===== src/rtl/regfile_dump.sv =====
// regfile_dump: walks the register file through its second read
// port and streams each word out as an (index, data) beat.
module regfile_dump #(
  parameter int NREGS     = 32,
  parameter int AW        = 5,
  parameter int DW        = 32,
  parameter bit SKIP_ZERO = 1'b1
) (
  input  logic          clk,
  input  logic          clr,
  input  logic          start,
  input  logic          abort,
  output logic [AW-1:0] rn,
  input  logic [DW-1:0] q,
  output logic          out_valid,
  input  logic          out_ready,
  output logic [AW-1:0] out_idx,
  output logic [DW-1:0] out_data,
  output logic          busy,
  output logic          done
);

  typedef enum logic [1:0] {
    S_IDLE,
    S_READ,
    S_SEND,
    S_DONE
  } state_e;

  localparam logic [AW-1:0] LAST  = AW'(NREGS - 1);
  localparam logic [AW-1:0] FIRST = SKIP_ZERO ? AW'(1) : '0;

  state_e        state_q, state_d;
  logic [AW-1:0] idx_q, idx_d;
  logic          valid_q, valid_d;
  logic [AW-1:0] oidx_q, oidx_d;
  logic [DW-1:0] odata_q, odata_d;

  // State and beat registers; clr wipes any in-flight beat at once.
  always_ff @(posedge clk or posedge clr) begin
    if (clr) begin
      state_q <= S_IDLE;
      idx_q   <= '0;
      valid_q <= 1'b0;
      oidx_q  <= '0;
      odata_q <= '0;
    end else begin
      state_q <= state_d;
      idx_q   <= idx_d;
      valid_q <= valid_d;
      oidx_q  <= oidx_d;
      odata_q <= odata_d;
    end
  end

  // Next state: abort overrides everything, including a start.
  always_comb begin
    state_d = state_q;
    idx_d   = idx_q;
    valid_d = valid_q;
    oidx_d  = oidx_q;
    odata_d = odata_q;
    if (abort) begin
      state_d = S_IDLE;
      valid_d = 1'b0;
    end else begin
      unique case (state_q)
        S_IDLE: begin
          if (start) begin
            state_d = S_READ;
            idx_d   = FIRST;
          end
        end
        S_READ: begin
          odata_d = q;
          oidx_d  = idx_q;
          valid_d = 1'b1;
          state_d = S_SEND;
        end
        S_SEND: begin
          if (out_ready) begin
            valid_d = 1'b0;
            if (idx_q == LAST) begin
              state_d = S_DONE;
            end else begin
              idx_d   = idx_q + AW'(1);
              state_d = S_READ;
            end
          end
        end
        S_DONE: begin
          state_d = S_IDLE;
        end
        default: begin
          state_d = S_IDLE;
        end
      endcase
    end
  end

  // Outputs: the read port is only addressed during READ.
  always_comb begin
    rn        = (state_q == S_READ) ? idx_q : '0;
    busy      = (state_q == S_READ) || (state_q == S_SEND);
    done      = (state_q == S_DONE);
    out_valid = valid_q;
    out_idx   = oidx_q;
    out_data  = odata_q;
  end

endmodule


===== config.mk =====
export PLATFORM = sky130hd
export DESIGN_NAME = regfile_dump
export DESIGN_NICKNAME = d
export VERILOG_FILES = /design/src/rtl/regfile_dump.sv
export SDC_FILE = /design/constraint.sdc
export NUM_CORES = 1
export LEC_CHECK = 0
export ABC_CLOCK_PERIOD_IN_PS = 2300
export CAP_MARGIN = 20
export CORE_MARGIN = 2
export CORE_UTILIZATION = 23
export DETAILED_ROUTE_END_ITERATION = 12
export GPL_TIMING_DRIVEN = 0
export PLACE_DENSITY = 0.5
export SLEW_MARGIN = 25
export SYNTH_ARGS = -nofsm -noshare
export SYNTH_HDL_FRONTEND = slang
export SYNTH_SLANG_ARGS = --single-unit

===== constraint.sdc =====
create_clock -name clk -period 2.3 [get_ports clk]
set_input_delay 0.345 -clock clk [delete_from_list [all_inputs] [get_ports clk]]
set_output_delay 0.345 -clock clk [all_outputs]
set_load 0.1 [all_outputs]

==> impl_metrics.csv <==
group,metric,value,unit
sta,fmax,448,MHz
yosys,synth-simple-area-share,0.0696,
placed_design,port_buffers,81,
cts,post_cts_buffers,0,
critical_path,rrSetupSlack,0.24,ns
placed_design,placed_cell_area,3070,um2
yosys,yosysTopAreaCellShare,0.535,
cts,clock-root-buffer,"clkbuf_8",
global_routing,grtUsageTotal,0.0935,
drt,drcViolationCount,0,
sta,rsz0062_at_grt,"false",
yosys,ys_top_cells_by_area,"dfrtp_1 54%, mux2_4 22%, mux2_2 3.7%, ha_1 3.6%, buf_12 2.9%",
critical_path,worstSetupStartpointType,"flip-flop",
yosys,syn_area,2100,um2
finish,diodes,0,
yosys,ys_seq_area_frac,0.535,
yosys,synth_top_family_by_area,"multiplexers",
cts,cts_buffers,5,
sta,hold_viol,0,
drt,ant_nets,0,
sta,slew_headroom,0.315,
die,start_util,0.239,
run_status,status,"finished, final reports clean",
finish,nNetsFinal,270,
global_routing,antenna_found_initial,0,
cts,clockBufferDepth,2,
yosys,synth_cell_type_count,29,
cts,clock-sinks,45,
drt,dr.pass1.iters,3,
sta,drv_slew,0,
drt,wl,4510,um
critical_path,cp.required,1.96,ns
yosys,synth_mux_area_frac,0.268,
yosys,ys_ff_latch,45,
hold_path,hold_path_class,"in2async",
finish,fill_cells,901,
critical_path,worst_path_largest_cell_delay,0.81,ns
yosys,ys_warn_count,0,
yosys,synth-adder-area-share,0.0357,
yosys,synth_nets,181,
die,dieArea,9930,um2
die,die_h,99.6,um
sta,final.setup.tns,0,ns
critical_path,path_cells,"inv_1 -> ha_1 -> clkdlybuf4s15_1",
critical_path,path_max_fanout,5,
yosys,avgSynthCellArea,15.2,um2
die,row_count,34,
cts,h-tree-depth,2,
drt,vias,1380,
sta,finClkSkew,0.00520,ns
critical_path,arrival,1.89,ns
die,coreArea,8810,um2
finish,final_util,0.358,
global_routing,grt_pass1_vias,1420,
critical_path,crit_path_start,"state_q[0]$_DFFE_PP0P_",
cts,cts_tree,"done",
critical_path,worstSetupPathType,"reg2out",
yosys,synth_cells,138,
placed_design,globalplace.congestion,0.697,
global_routing,grt_pass1_wl,7260,um
global_routing,gr-total-overflow,0,
finish,final_area,3150,um2
sta,setup_viol,0,
sta,worst_slew_pin_slew,1.02,ns
yosys,synth_compound_area_frac,0.0428,
finish,areaGrowthSynthToFinish,49.7,%
cts,cts_hold_buf,0,
critical_path,worstSetupEndpointType,"output pin",
die,io_pins,82,
cts,clock_latency,0.29,ns
critical_path,reg2reg_from,"idx_q[0]$_DFFE_PP0P_",
yosys,synth-xor-area-share,0,
sta,timing.final.crit_share,0.971,
cts,cts.reportedPaths.clkPinSlew,0.09,ns
placed_design,hpwl,3270,um
critical_path,cp_slowest_cell,"clkdlybuf4s15_1",
die,die_w,99.6,um
drt,viasPerCell,4.11,
drt,drt_iter0_drc,25,
drt,wl_per_cell,13.4,um
global_routing,grt_start_max_net_pins,26,
sta,fin_crit,2.23,ns
flow_run,cap_violations,0,
yosys,yosysTopAreaCell,"dfrtp_1",
finish,layout-drive-gt1-share,0.276,
-- cells in the mapped netlist --
cell / n
nand4_1: 1
inv_1: 6
a31o_2: 1
a21oi_1: 3
and2b_4: 1
nand3_1: 3
buf_12: 3
mux2i_1: 2
dfrtp_1: 45
mux2_4: 31
nand2b_2: 1
o41a_1: 1
and3_1: 1
a31oi_1: 1
o21ai_0: 2
or4_1: 1
ha_1: 6
mux2_2: 7
o21bai_1: 1
nor2_1: 2
and2_1: 5
nand2b_1: 4
a211oi_4: 1
nand3b_1: 1
buf_4: 1
o21bai_2: 1
nor2b_1: 1
buf_6: 1
nand2_1: 4
-- logic make-up after synthesis --
| logic type | Yosys count |
|---|---|
| flip-flops | 45 |
| multiplexers | 40 |
| AND/OR/NAND/NOR | 25 |
| AO/OA/AOI/OAI | 11 |
| buffers and inverters | 11 |
| adder cells (fa/ha/maj) | 6 |
-- flip-flops by register name (all words and copies together) (netlist names) --
signal	cells
out_data	32
idx_q	5
out_valid	1
out_idx	5
state_q	2
-- metal layers --
layer,vias to the layer above,global-route usage,wire [um]
met4,0,0.0327,41
li1,658,-,-
met2,48,0.136,2010
met3,5,0.0260,229
met1,669,0.133,2220
met5,-,0,0
-- path summary, 6_finish.rpt --
check / to / cells past startpoint
min in group clk: out_data[3]$_DFFE_PP0P_ / 1
worst max-delay path: busy / 3
max in group asynchronous: state_q[1]$_DFFE_PP0P_ / 3
worst max register to register: idx_q[0]$_DFFE_PP0P_ / 6
worst min-delay path: out_data[20]$_DFFE_PP0P_ / 2
worst min register to register: out_data[3]$_DFFE_PP0P_ / 1
-- cell type report --
type                            count  area (um2)  area share
Buffer                              5        78.8      0.0250
Clock buffer                        6        82.6      0.0262
Clock inverter                      2        13.8     0.00437
Inverter                            6        22.5     0.00715
Multi-Input combinational cell     82         876       0.278
Sequential cell                    45        1130       0.358
Tap cell                          108         135      0.0429
Timing Repair Buffer               82         815       0.259
-- critical path, delay by kind of cell, from the launching register on --
family,cells,cell delay (ns)
buffers and inverters,2,0.89
adders and majority gates,1,0.28
DFF,1,0.42
-- through the flow --
step                std cells  setup WS, ns  hold slack, ns
finish                    336        0.0677           0.389
global route              336       0.00436           0.427
CTS                       336        0.0124           0.398
detailed placement        328        -0.207           0.491
global placement          327        -0.202           0.490
floorplan                 138         0.379           0.408
-- placed cells by master, fill, tap and decap left out, types with 2 or more instances in the layout --
cell and instances:
nand2b_1 4, nor2_1 2, buf_2 3, clkbuf_8 6, mux2i_1 2, inv_1 5, buf_12 4, mux2_2 7
nand3_1 3, mux2_4 31, a21oi_1 3, nand2_1 4, and2_1 5, ha_1 6, dfrtp_1 45, o21ai_0 2
clkdlybuf4s18_2 2, clkdlybuf4s50_1 74
-- repair_timing --
action	in CTS	in global routing
endpoints found under the setup margin	7	6
pin swaps	0	0
gates resized for setup	17	9
gates cloned	0	0
Power is left out: the tool's default activity adds up to more than one toggle a clock period on the data nets, which glitch-free logic cannot reach.
